==> src/rtl/pipe_pkg.sv <==
`default_nettype none
// ============================================================================
// Module   : pipe_pkg
// Purpose  : Shared definitions for the inter-stage pipeline registers.
//            - State encodings of the 2-entry skid stage (value == occupancy)
//            - Payload layouts/widths that the RV32 stages pass in as DW
// Revision : 1.0  initial parametrised handshake stage
// ============================================================================
package pipe_pkg;

    // Handshake stage states; the encoding doubles as the occupancy count.
    localparam logic [1:0] ST_EMPTY = 2'd0;
    localparam logic [1:0] ST_ONE   = 2'd1;
    localparam logic [1:0] ST_FULL  = 2'd2;

    // IF/ID payload: fetched pc and raw instruction.
    typedef struct packed {
        logic [31:0] pc;
        logic [31:0] instr;
    } if_id_t;

    // ID/EX payload: decoded operands plus control word.
    typedef struct packed {
        logic [31:0] pc;
        logic [31:0] rs1_val;
        logic [31:0] rs2_val;
        logic [31:0] imm;
        logic [4:0]  rd;
        logic [15:0] ctrl;
    } id_ex_t;

    // EX/MEM payload: ALU result, store data, destination and control.
    typedef struct packed {
        logic [31:0] alu_res;
        logic [31:0] st_data;
        logic [4:0]  rd;
        logic [7:0]  ctrl;
    } ex_mem_t;

    // MEM/WB payload: writeback value and destination.
    typedef struct packed {
        logic [31:0] wb_val;
        logic [4:0]  rd;
        logic        wb_en;
    } mem_wb_t;

    localparam int IF_ID_W  = $bits(if_id_t);
    localparam int ID_EX_W  = $bits(id_ex_t);
    localparam int EX_MEM_W = $bits(ex_mem_t);
    localparam int MEM_WB_W = $bits(mem_wb_t);

endpackage
`default_nettype wire

==> src/rtl/sat_counter.sv <==
`default_nettype none
// ============================================================================
// Module   : sat_counter
// Purpose  : W-bit event counter, either saturating at all-ones (SAT=1) or
//            wrapping modulo 2^W (SAT=0).
// Ports    : clk - rising-edge clock
//            rst - synchronous active-high reset, clears the count
//            inc - count one event this cycle
//            q   - current count
// Revision : 1.0  initial version
// ============================================================================
module sat_counter #(
    parameter int W   = 16,
    parameter bit SAT = 1'b1
) (
    input  logic         clk,
    input  logic         rst,
    input  logic         inc,
    output logic [W-1:0] q
);

    logic [W-1:0] r_q;
    logic         w_en;

    generate
        if (SAT) begin : g_sat
            // Stop advancing once every bit is set.
            assign w_en = inc & ~(&r_q);
        end else begin : g_wrap
            assign w_en = inc;
        end
    endgenerate

    always_ff @(posedge clk) begin
        if (rst) begin
            r_q <= '0;
        end else if (w_en) begin
            r_q <= r_q + W'(1);
        end
    end

    assign q = r_q;

endmodule
`default_nettype wire

==> src/rtl/pipe_stage_reg.sv <==
`default_nettype none
// ============================================================================
// Module   : pipe_stage_reg
// Purpose  : Valid/ready pipeline stage register with a 2-entry skid buffer,
//            synchronous flush and stall/transfer performance counters.
// Ports    : clk, rst          - clock, synchronous active-high reset
//            flush             - squash all held entries
//            in_valid/in_ready/in_data    - upstream handshake and payload
//            out_valid/out_ready/out_data - downstream handshake and payload
//            occupancy         - entries held (0..2)
//            stall_cnt         - saturating count of back-pressured cycles
//            xfer_cnt          - wrapping count of output transfers
// Revision : 1.0  initial parametrised handshake stage
// ============================================================================
module pipe_stage_reg
    import pipe_pkg::*;
#(
    parameter int            DW       = 32,
    parameter int            CNT_W    = 16,
    parameter logic [DW-1:0] RST_DATA = '0
) (
    input  logic             clk,
    input  logic             rst,
    input  logic             flush,
    input  logic             in_valid,
    output logic             in_ready,
    input  logic [DW-1:0]    in_data,
    output logic             out_valid,
    input  logic             out_ready,
    output logic [DW-1:0]    out_data,
    output logic [1:0]       occupancy,
    output logic [CNT_W-1:0] stall_cnt,
    output logic [CNT_W-1:0] xfer_cnt
);

    logic [1:0]    r_state;
    logic [DW-1:0] r_main;
    logic [DW-1:0] r_skid;

    logic [1:0]    w_state_nxt;
    logic [DW-1:0] w_main_nxt;
    logic [DW-1:0] w_skid_nxt;
    logic          w_in_fire;
    logic          w_out_fire;

    // Handshake outputs decode the state register only, so out_ready never
    // reaches in_ready combinationally.
    assign out_valid  = (r_state != ST_EMPTY);
    assign in_ready   = (r_state != ST_FULL);
    assign out_data   = r_main;
    assign occupancy  = r_state;

    assign w_in_fire  = in_valid & in_ready;
    assign w_out_fire = out_valid & out_ready;

    always_ff @(posedge clk) begin
        if (rst) begin
            r_state <= ST_EMPTY;
            r_main  <= RST_DATA;
            r_skid  <= RST_DATA;
        end else begin
            r_state <= w_state_nxt;
            r_main  <= w_main_nxt;
            r_skid  <= w_skid_nxt;
        end
    end

    always_comb begin
        w_state_nxt = r_state;
        w_main_nxt  = r_main;
        w_skid_nxt  = r_skid;
        if (flush) begin
            // Payload registers keep stale contents; only the state empties.
            w_state_nxt = ST_EMPTY;
        end else begin
            case (r_state)
                ST_EMPTY: begin
                    if (w_in_fire) begin
                        w_main_nxt  = in_data;
                        w_state_nxt = ST_ONE;
                    end
                end
                ST_ONE: begin
                    if (w_in_fire && w_out_fire) begin
                        // Head leaves as the new payload arrives: full rate.
                        w_main_nxt = in_data;
                    end else if (w_in_fire) begin
                        w_skid_nxt  = in_data;
                        w_state_nxt = ST_FULL;
                    end else if (w_out_fire) begin
                        w_state_nxt = ST_EMPTY;
                    end
                end
                ST_FULL: begin
                    if (w_out_fire) begin
                        w_main_nxt  = r_skid;
                        w_state_nxt = ST_ONE;
                    end
                end
                default: begin
                    w_state_nxt = ST_EMPTY;
                end
            endcase
        end
    end

    sat_counter #(
        .W   (CNT_W),
        .SAT (1'b1)
    ) u_stall_cnt (
        .clk (clk),
        .rst (rst),
        .inc (out_valid & ~out_ready),
        .q   (stall_cnt)
    );

    sat_counter #(
        .W   (CNT_W),
        .SAT (1'b0)
    ) u_xfer_cnt (
        .clk (clk),
        .rst (rst),
        .inc (w_out_fire),
        .q   (xfer_cnt)
    );

endmodule
`default_nettype wire
==> config.mk <==
export PLATFORM = sky130hd
export DESIGN_NAME = pipe_stage_reg
export DESIGN_NICKNAME = d
export VERILOG_FILES = /design/src/rtl/pipe_pkg.sv /design/src/rtl/sat_counter.sv /design/src/rtl/pipe_stage_reg.sv
export SDC_FILE = /design/constraint.sdc
export NUM_CORES = 1
export LEC_CHECK = 0
export ABC_AREA = 1
export BUFFER_PORTS_ARGS = -buffer_cell sky130_fd_sc_hd__buf_2
export CAP_MARGIN = 10
export CORE_MARGIN = 3
export CORE_UTILIZATION = 30
export DETAILED_ROUTE_END_ITERATION = 10
export PLACE_DENSITY_LB_ADDON = 0.25
export RECOVER_POWER = 25
export SLEW_MARGIN = 20
export SYNTH_ARGS = -nofsm -noshare
export SYNTH_HDL_FRONTEND = slang
export SYNTH_SLANG_ARGS = --single-unit
==> constraint.sdc <==
create_clock -name clk -period 2.9 [get_ports clk]
set_input_delay 0.145 -clock clk [delete_from_list [all_inputs] [get_ports clk]]
set_output_delay 0.145 -clock clk [all_outputs]
set_load 0.03 [all_outputs]
==> metrics <==
critical path class=register to register; Finished Layout Cells=896; combinational power share=about 9%; Final setup viols=0; routability congestion estimate=about 0.77; sum of negative setup slack=0 ps; hpwl dp=between 7 and 8 mm; R2R cell count=5; Sw Share=between 20% and 30%; PnR worst setup slack=731.9 ps; Clk pwr share=a little over two fifths; core footprint=14150 um^2; CP Capture Type=register; TritonRoute pass-1 iters=5; internal power=about 2.2 mW; share of cells above drive strength 1=roughly 14%; nets=750; H-tree levels=3; clock root buffer=clkbuf_16; Post-CTS Setup Inserts=0; CTS Buf Count=9; Synth area leader=dfxtp_1; Slew Limit Fails=0; Die Span X=around 130 um; unrepaired setup endpoints after global routing=no; Pleak=between 2 and 2.5 nW; max cap viols=0; drt total wl=about 11 mm; input/output buffers=around 100; antenna-violating nets left=0; PwrDens=approximately 540 nW/um^2; # DRC=0; worst hold path class=input port to register; worst skew pair latency=roughly 350 ps; Yosys top cell area share=between 40% and 50%; f_max=between 400 and 500 MHz; initial antenna violation count=0; Fin. Hold Viols=0; crit share post-route=between 70 and 80%; Syn. warnings=0; mapped cell area=about 4400 um^2; Mapped Nets=approximately 660; gr usage total=~14%; Placed Instances=880; vias post-DR=4183; Cells after Synth=about 620; shortest period the worst path allows=about 2200 ps; I/O Pins=between 100 and 150; fraction of registers with async set/reset=0%; Worst slew margin=between 40% and 50%; synthesis-stage register bit count=98; EDFF count, synth=0; diode count=0; status=finished, final reports clean; Routed WL per cell=12.60 um; Area contributors post-synth=dfxtp_1 (44%), a21oi_1 (9.7%), nand2_1 (9.2%); Reg power frac=around half; Finished Core Util=a little under two fifths; first-pass GRT wire length=about 19 mm; WP data required=between 3000 and 4000 ps; syn_area_per_cell=a little over 7 um^2; CP Max Fanout=64; P_sw=0.7099 mW; most numerous cell in the Yosys netlist=nand2_1; Hold Path Origin=in_data[27]; detail-routed via count per cell=4.669; CTS tree=built; WP data arrival=between 2000 and 2500 ps; Starting DRT DRC Count=between 200 and 250; Max Root-Sink Buffers=2; CP Launch Point=occupancy[1]; pre-CTS setup slack=724.9 ps; Initial Util=roughly 31%; die area=16260 um^2; Slew @ Worst Pin=751.2 ps; Die Y=127.5 um; total gr overflow=0; largest net degree at the start of global routing=65; post_cts resized=0; Site Rows=43; Commonest cells post-synth=nand2_1 (108), dfxtp_1 (98), a21oi_1 (86); CTS clk-pin slew, worst paths=approximately 60 ps; FF-to-FF Start=occupancy[1]; post-synthesis cell type count=32; sequential area share after synthesis=between 40% and 50%; vias in the first global route=3935; area delta synth->final=19.58%; VDD IR max=around 0.00023 V; # clock sinks=98; Clock Skew=around 5.7 ps; hold_buf cts=0; tightest hold margin=between 40 and 50 ps; hold path depth=3; critical path launch point type=register; top_reg_cell synth=dfxtp_1
-- area by class of cell --
class / count / area (um^2)
Fill cell: 1538 / 8853
Multi-Input combinational cell: 426 / 2057
Sequential cell: 98 / 1962
Timing Repair Buffer: 107 / 491.7
Clock buffer: 14 / 264.0
Inverter: 69 / 261.5
Tap cell: 180 / 225.2
Clock inverter: 2 / 35.03
-- registers in the layout (all words and copies together) (netlist names) --
name,count
out_data,32
r_skid,32
u_stall_cnt.q,16
u_xfer_cnt.q,16
occupancy,2
-- power by group through the flow --
stage | clock network, mW | registers [mW] | logic (mW)
6_report | 1.22 | 1.40 | 0.258
5_1_grt | 1.31 | 1.41 | 0.292
2_1_floorplan | 0 | 1.49 | 0.119
4_1_cts | 1.26 | 1.40 | 0.269
3_5_place_dp | 0 | 1.43 | 0.268
3_3_place_gp | 0 | 1.43 | 0.265
-- metal layers --
metal / global-route usage [%] / up-vias / part of all wire, %
met3: 2.843 / 14 / 4.2
li1: - / 2202 / -
met1: 17.80 / 1897 / 48
met5: 0 / - / 0
met4: 6.372 / 0 / 2.3
met2: 23.94 / 70 / 46
-- path summary, 6_finish.rpt --
| check | end | slack [ps] |
|---|---|---|
| worst max-delay path | out_data[3] | 730 |
| worst min register to register | out_data[4] | 440 |
| worst max register to register | out_data[3] | 730 |
| worst min-delay path | r_skid[27] | 50 |
-- cell usage in the layout, fill, tap and decap left out, types with 2 or more instances in the layout --
cell	instances
nor2_1	84
clkbuf_1	44
nand3_1	30
nand4_1	6
inv_1	64
buf_2	63
nand3_2	2
o21ai_0	76
dfxtp_1	98
xor2_1	6
clkbuf_16	9
xnor2_1	2
nand2_1	108
nand2_4	3
clkbuf_8	2
nor2_4	3
nand2_2	2
ha_1	2
buf_4	3
o21a_1	2
inv_2	3
nor3_1	5
a21oi_1	86
-- per-stage QoR --
stage | power [mW] | instance area, um^2
global route | 3.006 | 5296
global placement | 1.695 | 5049
finish | 2.882 | 5296
CTS | 2.934 | 5348
floorplan | 1.610 | 4429
detailed placement | 1.700 | 5049
-- cells by family after synthesis --
| kind of cell | count (synthesis) | share of synthesized area [%] |
|---|---|---|
| adder cells (fa/ha/maj) | 2 | 0.5649 |
| AND/OR/NAND/NOR | 249 | 24.92 |
| XOR/XNOR | 8 | 1.582 |
| AO/OA/AOI/OAI | 167 | 19.38 |
| buffers and inverters | 100 | 9.265 |
| flip-flops | 98 | 44.29 |
-- worst max-delay path, cell delays in order (launching register included) --
cell	delay, ps
dfxtp_1	780
nand2_2	130
o21ai_2	120
nand3_4	520
o21ai_0	390
a21oi_1	80
Note: power is estimated with default switching activity, not from simulation.
